## config.mk

```make
export PLATFORM = sky130hd
export DESIGN_NAME = fifo_push_arbiter
export DESIGN_NICKNAME = d
export VERILOG_FILES = /design/src/rtl/fifo_arb_pkg.sv /design/src/rtl/fifo_push_arbiter_rr_pick.sv /design/src/rtl/fifo_push_arbiter.sv
export SDC_FILE = /design/constraint.sdc
export NUM_CORES = 1
export LEC_CHECK = 0
export CAP_MARGIN = 30
export CORE_UTILIZATION = 38
export DETAILED_ROUTE_END_ITERATION = 10
export GPL_TIMING_DRIVEN = 0
export PLACE_DENSITY_LB_ADDON = 0.15
export SLEW_MARGIN = 40
export SYNTH_ARGS = -nofsm -noshare
export SYNTH_HDL_FRONTEND = slang
export SYNTH_SLANG_ARGS = --single-unit
```

## constraint.sdc

```tcl
create_clock -name clk -period 4.55 [get_ports clk]
set_input_delay 0.91 -clock clk [delete_from_list [all_inputs] [get_ports clk]]
set_output_delay 0.91 -clock clk [all_outputs]
set_load 0.1 [all_outputs]
```

## src/rtl/fifo_arb_pkg.sv

```systemverilog
// Shared types and default sizing for the FIFO push arbiter.
// Imported by the top-level arbiter and its rotating picker.
package fifo_arb_pkg;

    typedef enum logic {
        ARB_IDLE = 1'b0,
        ARB_OWN  = 1'b1
    } arb_state_t;

    localparam int N_REQ_DEF     = 4;
    localparam int DATA_W_DEF    = 8;
    localparam int MAX_BURST_DEF = 4;

endpackage

```

## src/rtl/fifo_push_arbiter_rr_pick.sv

```systemverilog
// Combinational rotating-priority picker: returns the first asserted request
// found when scanning base, base+1, ... modulo N_REQ.
module rr_pick
    import fifo_arb_pkg::*;
#(
    parameter int N_REQ = N_REQ_DEF,
    parameter int IDX_W = $clog2(N_REQ)
) (
    input  logic [N_REQ-1:0] req,
    input  logic [IDX_W-1:0] base,
    output logic             any,
    output logic [IDX_W-1:0] idx
);

    logic [N_REQ-1:0]            rot_req;
    logic [N_REQ-1:0][IDX_W-1:0] rot_idx;

    // Position gi of the rotated view corresponds to request (base + gi) mod N_REQ.
    generate
        for (genvar gi = 0; gi < N_REQ; gi++) begin : g_rot
            logic [IDX_W:0] sum;
            assign sum          = {1'b0, base} + (IDX_W+1)'(gi);
            assign rot_idx[gi]  = (sum >= (IDX_W+1)'(N_REQ)) ? IDX_W'(sum - (IDX_W+1)'(N_REQ))
                                                            : IDX_W'(sum);
            assign rot_req[gi]  = req[rot_idx[gi]];
        end
    endgenerate

    always_comb begin
        any = |req;
        idx = '0;
        for (int k = N_REQ - 1; k >= 0; k--) begin
            if (rot_req[k]) begin
                idx = rot_idx[k];
            end
        end
    end

endmodule

```

## src/rtl/fifo_push_arbiter.sv

```systemverilog
// Round-robin arbiter sharing one sync_fifo push port among N_REQ producers,
// granting bursts of up to MAX_BURST pushes and stalling while the FIFO is full.
module fifo_push_arbiter
    import fifo_arb_pkg::*;
#(
    parameter int N_REQ     = N_REQ_DEF,
    parameter int DATA_W    = DATA_W_DEF,
    parameter int MAX_BURST = MAX_BURST_DEF
) (
    input  logic                      clk,
    input  logic                      rst,
    input  logic [N_REQ-1:0]          req_valid,
    input  logic [N_REQ*DATA_W-1:0]   req_data,
    output logic [N_REQ-1:0]          req_ready,
    input  logic                      fifo_full,
    output logic                      fifo_push,
    output logic [DATA_W-1:0]         fifo_data,
    output logic                      grant_valid,
    output logic [$clog2(N_REQ)-1:0]  grant_id
);

    localparam int ID_W  = $clog2(N_REQ);
    localparam int CNT_W = $clog2(MAX_BURST + 1);

    arb_state_t       state_reg, state_next;
    logic [ID_W-1:0]  owner_reg, owner_next;
    logic [ID_W-1:0]  rr_base_reg, rr_base_next;
    logic [CNT_W-1:0] beat_cnt_reg, beat_cnt_next;

    logic              pick_any;
    logic [ID_W-1:0]   pick_idx;
    logic              transfer;
    logic              last_beat;
    logic [DATA_W-1:0] req_bytes [N_REQ];

    generate
        for (genvar gi = 0; gi < N_REQ; gi++) begin : g_slice
            assign req_bytes[gi] = req_data[gi*DATA_W +: DATA_W];
        end
    endgenerate

    rr_pick #(
        .N_REQ (N_REQ),
        .IDX_W (ID_W)
    ) u_pick (
        .req  (req_valid),
        .base (rr_base_reg),
        .any  (pick_any),
        .idx  (pick_idx)
    );

    assign last_beat = (beat_cnt_reg == CNT_W'(MAX_BURST - 1));

    always_ff @(posedge clk or negedge rst) begin
        if (!rst) begin
            state_reg    <= ARB_IDLE;
            owner_reg    <= '0;
            rr_base_reg  <= '0;
            beat_cnt_reg <= '0;
        end else begin
            state_reg    <= state_next;
            owner_reg    <= owner_next;
            rr_base_reg  <= rr_base_next;
            beat_cnt_reg <= beat_cnt_next;
        end
    end

    always_comb begin
        state_next    = state_reg;
        owner_next    = owner_reg;
        rr_base_next  = rr_base_reg;
        beat_cnt_next = beat_cnt_reg;
        req_ready     = '0;
        fifo_push     = 1'b0;
        fifo_data     = '0;
        grant_valid   = 1'b0;
        grant_id      = '0;
        transfer      = 1'b0;

        case (state_reg)
            ARB_IDLE: begin
                // Arbitration cycle only; the winner starts moving data next cycle.
                if (pick_any) begin
                    owner_next    = pick_idx;
                    beat_cnt_next = '0;
                    state_next    = ARB_OWN;
                end
            end
            ARB_OWN: begin
                grant_valid          = 1'b1;
                grant_id             = owner_reg;
                req_ready[owner_reg] = ~fifo_full;
                transfer             = req_valid[owner_reg] & ~fifo_full;
                if (transfer) begin
                    fifo_push     = 1'b1;
                    fifo_data     = req_bytes[owner_reg];
                    beat_cnt_next = beat_cnt_reg + 1'b1;
                end
                // Full only stalls; a dropped valid or the final beat ends the grant.
                if (!req_valid[owner_reg] || (transfer && last_beat)) begin
                    state_next   = ARB_IDLE;
                    rr_base_next = (owner_reg == ID_W'(N_REQ - 1)) ? '0 : owner_reg + 1'b1;
                end
            end
            default: begin
                state_next = ARB_IDLE;
            end
        endcase
    end

endmodule

```

==> results.json, run 1 <==
{
  "clk_pin_slew_ns": 0.05,
  "vias": 849,
  "grt_pass1_wl_mm": 3.594,
  "areaGrowthSynthToFinish_pct": 63.73,
  "wl_per_cell_microns": 14.26,
  "arrival_ns": 2.74,
  "pwr-share-comb_pct": 77.4,
  "async_flop_share_pct": 100.0,
  "crit_type": "primary input to primary output",
  "n_antenna_cell": 0,
  "finalMaxSlewViolations": 0,
  "clkPwrFrac_pct": 6.4,
  "viasPerCell": 5.177,
  "fillers": 172,
  "syn_area_sq_um": 810.8,
  "clk_latency_ns": 0.25,
  "clockRootBuffer": "clkbuf_4",
  "crit_fanout": 10,
  "antenna_found_initial": 0,
  "hold_buffers": 0,
  "p_leak_nw": 0.6235,
  "min_path_type": "flip-flop to flip-flop",
  "cp_num_buf_inv": 3,
  "synth_edf_count": 0,
  "rsz0062_at_grt": "no",
  "yosysWarningCount": 0,
  "clock_sinks": 8,
  "p_int_mw": 0.3380,
  "synth_cell_types": 24,
  "relSlewSlack_pct": 54.45,
  "busiest_layer": "met2",
  "hold_viol_final": 0,
  "grt_pass1_vias": 827,
  "maxCapViolCount": 0,
  "tightest_slew_ns": 0.6758,
  "fp-row-count": 16,
  "yosysTopAreaCellShare_pct": 25.00,
  "synth_area_leaders": "mux4_2 25%, dfrtp_1 25%, ha_1 9.3%, and3_1 6.2%, and2_1 3.9%",
  "cp_cell_sequence": "clkdlybuf4s50_1 > nor2b_1 > clkbuf_1 > and3_1 > buf_2",
  "netlist_instances": 80,
  "cts_tree": "done",
  "grt_usage_pct": 22.33,
  "synth-seq-area-share_pct": 24.69,
  "fin_area_sq_um": 1328,
  "cts_setup_buffers": 0,
  "synth_top_cells_by_count": "9 x mux4_2, 8 x and3_1, 8 x dfrtp_1, 7 x inv_1",
  "cp-end-kind": "primary output",
  "h-tree-depth": 1,
  "fmaxAchievable_mhz": 273.7,
  "die_w_microns": 48.19,
  "slowest_stage": "clkdlybuf4s50_1",
  "avgSynthCellArea_sq_um": 10.13,
  "finClkSkew_ns": 0.004517,
  "irDropWorstVdd_uv": 486.5,
  "seq_power_share_pct": 16.2,
  "holdWs_ns": 0.5064,
  "ys.flop_type": "dfrtp_1",
  "grt_max_degree": 11,
  "gp_congestion": 0.8112,
  "max_stage_delay_ns": 0.46,
  "totalPowerFinal_mw": 0.8434,
  "yosysMostFrequentCell": "mux4_2",
  "start_util_pct": 40.91,
  "sw_frac_of_total_pct": 59.93,
  "grt.overflow.total": 0,
  "cts_resized": 0,
  "crit_family": "buffers and inverters",
  "place_area_sq_um": 1305,
  "syn_nets": 125,
  "use_met1_pct": 26.26,
  "crit_required_ns": 3.64,
  "dieArea_sq_um": 2322,
  "die-height_microns": 48.19,
  "min_period_over_period_pct": 80.29,
  "drt-initial-drc-count": 3,
  "coreArea_sq_um": 1982,
  "power_density_nw_per_um2": 635.3,
  "drc_errors": 0,
  "antenna_left": 0,
  "ios": 55,
  "place_hpwl_mm": 1.904,
  "cts-buffers-inserted": 3,
  "ctsLongestPathBuffers": 2,
  "first_pass_iters": 4,
  "tns_ns": 0,
  "drt_wl_total_mm": 2.339,
  "min_period_ns": 3.653,
  "finalSetupViolCount": 0,
  "ys_ff_latch": 8,
  "synth_area_leader_cell": "mux4_2",
  "grt_use_met2_pct": 42.13,
  "startpoint_type": "primary input",
  "numPortBuffers": 54,
  "nNetsFinal": 184,
  "largest_reg_flops": 3,
  "use_met3_pct": 5.926,
  "status": "complete, no violations",
  "drive_above_1_share_pct": 25.55,
  "switchingPower_mw": 0.5055
}
[layer usage]
layer	wire length, microns	part of all wire, %
met1	990	42
met2	1212	52
met3	122	5.2
met4	13	0.56
met5	0	0
[power groups by stage]
stage	Sequential, mW	Clock [mW]	Combinational (mW)
after global routing	0.142	0.0603	0.698
after global placement	0.136	0	0.681
after floorplan	0.161	0	0.498
final	0.136	0.0539	0.653
after CTS	0.137	0.0554	0.660
after detailed placement	0.137	0	0.657
[layout make-up]
class | instances | area (sq um) | share of cell area [%]
multi-input cells | 61 | 566.8 | 42.70
repair buffers | 54 | 460.4 | 34.68
flip-flops and latches | 8 | 200.2 | 15.08
well taps | 27 | 33.78 | 2.545
inverters | 7 | 26.28 | 1.979
clock buffers | 3 | 22.52 | 1.697
plain buffers | 4 | 17.52 | 1.320
[metrics by stage]
step / util [%] / setup slack (ns) / std cells
after detailed placement: 65.85 / 0.8922 / 161
after global routing: 66.98 / 0.7987 / 164
after CTS: 66.98 / 0.8912 / 164
after floorplan: - / 1.173 / 80
final: 66.98 / 0.8970 / 164
after global placement: 69.89 / 0.2137 / 161
[layout by cell type, fill, tap and decap left out, types with 2 or more instances in the layout]
cell and instances:
and2_1 5, nand2_1 3, a21oi_1 2, nand2b_1 2, mux4_2 9, inv_1 7
nor2_1 4, a31oi_1 2, ha_1 6, and3_1 8, clkdlybuf4s50_1 38, dfrtp_1 8
nand3_1 5, nor2b_1 2, clkbuf_4 3, o21ai_0 6, buf_2 18
[kinds of logic (layout without fill, tap and decap cells)]
family                     count (synthesis)  count (layout)  synth area share, %
adders and majority gates                  6               6                9.259
DFF                                        8               8                24.69
buffers and inverters                     11              68                5.401
and+or+nand+nor                           30              30                20.83
AOI/OAI and AO/OA                         14              14                11.58
muxes                                     11              11                28.24
[final timing paths]
path	startpoint	to	slack, ns	cells after the start
min in group asynchronous	rst	owner_reg[0]	0.93	1
max in group asynchronous	rst	beat_cnt_reg[1]	3.36	1
worst min-delay path	beat_cnt_reg[0]	beat_cnt_reg[0]	0.51	1
worst max register to register	owner_reg[1]	rr_base_reg[1]	2.80	4
worst max-delay path	fifo_full	fifo_data[2]	0.90	5
worst min register to register	beat_cnt_reg[0]	beat_cnt_reg[0]	0.51	1
No activity file was read; power rests on OpenSTA's default activity.
==> inputs of run 2 (changes only) <==
--- a/config.mk
+++ b/config.mk
@@ -6,7 +6,7 @@
 export NUM_CORES = 1
 export LEC_CHECK = 0
 export CAP_MARGIN = 30
-export CORE_UTILIZATION = 38
+export CORE_UTILIZATION = 35
 export DETAILED_ROUTE_END_ITERATION = 10
 export GPL_TIMING_DRIVEN = 0
 export PLACE_DENSITY_LB_ADDON = 0.15
==> constraint.sdc (replaced) <==
create_clock -name clk -period 3.7 [get_ports clk]
set_input_delay 0.74 -clock clk [delete_from_list [all_inputs] [get_ports clk]]
set_output_delay 0.74 -clock clk [all_outputs]
set_load 0.1 [all_outputs]
==> results.json, run 2 (synthesized netlist as in run 1, its figures left out) <==
{
  "status": "complete, no violations",
  "cts_tree": "done",
  "cts_resized": 0,
  "grt_usage_pct": 20.99,
  "place_hpwl_mm": 2.006,
  "seq_area_sq_um": 200.2,
  "areaGrowthSynthToFinish_pct": 63.89,
  "ctsLongestPathBuffers": 2,
  "die_w_microns": 50.13,
  "grt_pass1_wl_mm": 3.960,
  "utilization_pct": 60.65,
  "crit_fanout": 10,
  "cts_setup_buffers": 0,
  "first_pass_iters": 4,
  "totalPowerFinal_mw": 1.038,
  "clock_sinks": 8,
  "finalSetupViolCount": 0,
  "wl_per_cell_microns": 14.87,
  "hold_buffers": 0,
  "irDropWorstVdd_uv": 512.1,
  "cts-buffers-inserted": 3,
  "nNetsFinal": 184,
  "rrSetupSlack_ns": 1.94,
  "gp_congestion": 0.7805,
  "relSlewSlack_pct": 55.41,
  "grt.overflow.total": 0,
  "hold_viol_final": 0,
  "min_period_over_period_pct": 89.25,
  "startpoint_type": "primary input",
  "fillers": 190,
  "tightest_slew_ns": 0.6617,
  "ios": 55,
  "cp-end-kind": "primary output",
  "tns_ns": 0,
  "dieArea_sq_um": 2513,
  "crit_required_ns": 2.96,
  "min_path_type": "flip-flop to flip-flop",
  "grt_pass1_vias": 816,
  "clk_latency_ns": 0.25,
  "drt-initial-drc-count": 19,
  "min_period_ns": 3.302,
  "drt_wl_total_mm": 2.454,
  "clockRootBuffer": "clkbuf_4",
  "h-tree-depth": 1,
  "layout_commonest_cell": "clkdlybuf4s50_1",
  "n_antenna_cell": 0,
  "viasPerCell": 5.091,
  "antenna_left": 0,
  "setup_ws_ns": 0.3977,
  "fmaxAchievable_mhz": 302.8,
  "die-height_microns": 50.13,
  "power_density_nw_per_um2": 781.3,
  "place_ws_ns": 0.3931,
  "largest_reg_flops": 3,
  "finalMaxSlewViolations": 0,
  "finClkSkew_ns": 0.001019,
  "arrival_ns": 2.56,
  "grt_max_degree": 11,
  "clk_pin_slew_ns": 0.05,
  "coreArea_sq_um": 2191,
  "vias": 840,
  "maxCapViolCount": 0,
  "drc_errors": 0,
  "antenna_found_initial": 0,
  "multi_input_area_sq_um": 566.8,
  "fp-row-count": 17,
  "crit_type": "primary input to primary output",
  "numPortBuffers": 54,
  "start_util_pct": 37.01,
  "drive_above_1_share_pct": 25.55,
  "rsz0062_at_grt": "no",
  "p_leak_nw": 0.6235,
  "layout_common_cells": "38 x clkdlybuf4s50_1, 18 x buf_2, 9 x mux4_2"
}
-- run 2: cell counts in the layout (fill, tap and decap cells not counted) --
Identical to the previous run, type by type.
-- run 2: power breakdown --
part / internal [mW] / total (mW) / switching (mW)
sequential: 0.125 / 0.169 / 0.0432
combinational: 0.252 / 0.803 / 0.551
clock: 0.0371 / 0.0669 / 0.0297
-- run 2: cell type report --
| cell class | instances | area share, % |
|---|---|---|
| Multi-Input combinational cell | 61 | 42.66 |
| Timing Repair Buffer | 54 | 34.65 |
| Buffer | 4 | 1.318 |
| Clock buffer | 3 | 1.695 |
| Sequential cell | 8 | 15.07 |
| Inverter | 7 | 1.977 |
| Tap cell | 28 | 2.637 |
-- run 2: path summary, 6_finish.rpt --
kind / start / to / cells past startpoint
worst max-delay path: fifo_full / fifo_data[4] / 5
worst min-delay path: beat_cnt_reg[1] / beat_cnt_reg[1] / 2
worst max register to register: owner_reg[1] / rr_base_reg[1] / 4
worst min register to register: beat_cnt_reg[1] / beat_cnt_reg[1] / 2
max in group asynchronous: rst / rr_base_reg[0] / 1
min in group asynchronous: rst / beat_cnt_reg[0] / 1
-- run 2: critical path: stages --
cell and delay [ns]:
clkdlybuf4s50_1 0.45, nor2b_1 0.37, clkbuf_1 0.35, and3_1 0.23, buf_2 0.42
-- run 2: routing by layer --
layer,up-vias,GRT usage (%),wire length (microns)
li1,410,-,-
met1,395,26.10,1114
met2,35,36.22,1189
met3,0,6.364,149
met4,0,2.857,0
met5,-,0,0
-- run 2: through the flow --
step	hold slack (ns)	area (sq um)	cells
6_report	0.5081	1329	165
5_1_grt	0.5245	1329	165
4_1_cts	0.5057	1329	165
3_5_place_dp	0.4910	1306	162
3_3_place_gp	0.4872	1386	162
2_1_floorplan	0.4444	810.8	80
==> inputs of run 3 (changes only) <==
--- a/config.mk
+++ b/config.mk
@@ -6,7 +6,9 @@
 export NUM_CORES = 1
 export LEC_CHECK = 0
 export CAP_MARGIN = 30
-export CORE_UTILIZATION = 35
+export CELL_PAD_IN_SITES_DETAIL_PLACEMENT = 2
+export CELL_PAD_IN_SITES_GLOBAL_PLACEMENT = 2
+export CORE_UTILIZATION = 19
 export DETAILED_ROUTE_END_ITERATION = 10
 export GPL_TIMING_DRIVEN = 0
 export PLACE_DENSITY_LB_ADDON = 0.15
==> results.json, run 3 (synthesized netlist as in run 1, its figures left out) <==
{
  "status": "complete, no violations",
  "pwr-share-comb_pct": 74.7,
  "clkPwrFrac_pct": 9.9,
  "min_period_over_period_pct": 91.27,
  "hold_viol_final": 0,
  "cts_setup_buffers": 0,
  "place_hpwl_mm": 2.562,
  "grt_max_degree": 11,
  "viasPerCell": 4.679,
  "clockRootBuffer": "clkbuf_8",
  "rsz0062_at_grt": "no",
  "ios": 55,
  "irDropWorstVdd_uv": 325.8,
  "startpoint_type": "primary input",
  "dieArea_sq_um": 4533,
  "sw_frac_of_total_pct": 58.99,
  "tns_ns": 0,
  "die_w_microns": 67.33,
  "grt_usage_pct": 15.19,
  "n_antenna_cell": 0,
  "cts-buffers-inserted": 3,
  "drive_above_1_share_pct": 25.55,
  "die-height_microns": 67.33,
  "max_stage_delay_ns": 0.46,
  "arrival_ns": 2.64,
  "areaGrowthSynthToFinish_pct": 69.60,
  "finalSetupViolCount": 0,
  "wl_per_cell_microns": 16.41,
  "tightest_slew_ns": 0.7394,
  "switchingPower_mw": 0.6453,
  "clk_latency_ns": 0.23,
  "finalMaxSlewViolations": 0,
  "vias": 875,
  "layout_commonest_cell": "clkdlybuf4s50_1",
  "antenna_left": 0,
  "first_pass_iters": 4,
  "rrSetupSlack_ns": 1.90,
  "power_density_nw_per_um2": 795.6,
  "drt_wl_total_mm": 3.069,
  "crit_fanout": 10,
  "gp_congestion": 0.7551,
  "cp_num_buf_inv": 3,
  "grt_pass1_vias": 985,
  "cp-end-kind": "primary output",
  "ctsLongestPathBuffers": 2,
  "start_util_pct": 19.98,
  "fillers": 454,
  "crit_type": "primary input to primary output",
  "placed_cells": 184,
  "finClkSkew_ns": 0.001060,
  "crit_required_ns": 2.96,
  "min_path_type": "flip-flop to flip-flop",
  "grt.overflow.total": 0,
  "hold_buffers": 0,
  "drt-initial-drc-count": 15,
  "layout_common_cells": "38 x clkdlybuf4s50_1, 18 x buf_2, 9 x mux4_2",
  "crit_family": "buffers and inverters",
  "fp-row-count": 23,
  "min_period_ns": 3.377,
  "clk_pin_slew_ns": 0.04,
  "h-tree-depth": 1,
  "fmaxAchievable_mhz": 296.1,
  "numPortBuffers": 54,
  "p_leak_nw": 0.6312,
  "cp_cell_sequence": "clkdlybuf4s50_1 > nor2b_1 > clkbuf_1 > and3_1 > buf_2",
  "cts_tree": "done",
  "drc_errors": 0,
  "cts_resized": 0,
  "p_int_mw": 0.4487,
  "finalNonFillerCells": 187,
  "nNetsFinal": 184,
  "maxCapViolCount": 0,
  "antenna_found_initial": 0,
  "grt_pass1_wl_mm": 4.995,
  "slowest_stage": "clkdlybuf4s50_1",
  "seq_power_share_pct": 15.4,
  "clock_sinks": 8,
  "coreArea_sq_um": 4058,
  "largest_reg_flops": 3,
  "relSlewSlack_pct": 50.17
}
[run 3: cell counts in the layout (fill, tap and decap cells not counted)]
Identical to the previous run, type by type.
[run 3: final cells by class]
| cell class | count | area [sq um] | area share [%] |
|---|---|---|---|
| Buffer | 4 | 17.52 | 1.274 |
| Inverter | 7 | 26.28 | 1.911 |
| Clock buffer | 3 | 41.29 | 3.003 |
| Sequential cell | 8 | 200.2 | 14.56 |
| Multi-Input combinational cell | 61 | 566.8 | 41.22 |
| Tap cell | 50 | 62.56 | 4.550 |
| Timing Repair Buffer | 54 | 460.4 | 33.48 |
[run 3: final timing paths]
kind,start,end,cells after the start
max,fifo_full,fifo_data[6],5
min,beat_cnt_reg[0],beat_cnt_reg[0],1
max reg2reg,owner_reg[1],rr_base_reg[1],4
min reg2reg,beat_cnt_reg[0],beat_cnt_reg[0],1
max in group asynchronous,rst,owner_reg[0],1
min in group asynchronous,rst,beat_cnt_reg[0],1
[run 3: metal layers]
layer	up-vias	track usage (%)	share of wire, %
met5	-	0	0
met4	0	3.191	0
met3	0	2.872	4.9
met2	29	28.63	52
met1	436	17.50	43
li1	410	-	-
[run 3: power by group through the flow]
| stage | registers, mW | clock network [mW] | logic [mW] |
|---|---|---|---|
| 6_report | 0.168 | 0.108 | 0.818 |
| 5_1_grt | 0.179 | 0.117 | 0.881 |
| 4_1_cts | 0.171 | 0.115 | 0.834 |
| 2_1_floorplan | 0.198 | 0 | 0.612 |
| 3_3_place_gp | 0.170 | 0 | 0.864 |
| 3_5_place_dp | 0.172 | 0 | 0.832 |
[run 3: stage by stage]
step / power (mW) / instance area, sq um / setup slack (ns) / util (%) / hold slack, ns
finish: 1.094 / 1375 / 0.3229 / 33.89 / 0.5078
global route: 1.177 / 1375 / 0.2006 / 33.89 / 0.5447
CTS: 1.120 / 1375 / 0.2534 / 33.89 / 0.5182
detailed placement: 1.004 / 1334 / 0.2568 / 32.87 / 0.5088
global placement: 1.034 / 1414 / -0.4178 / 34.84 / 0.4878
floorplan: 0.8100 / 810.8 / 0.4932 / - / 0.4444
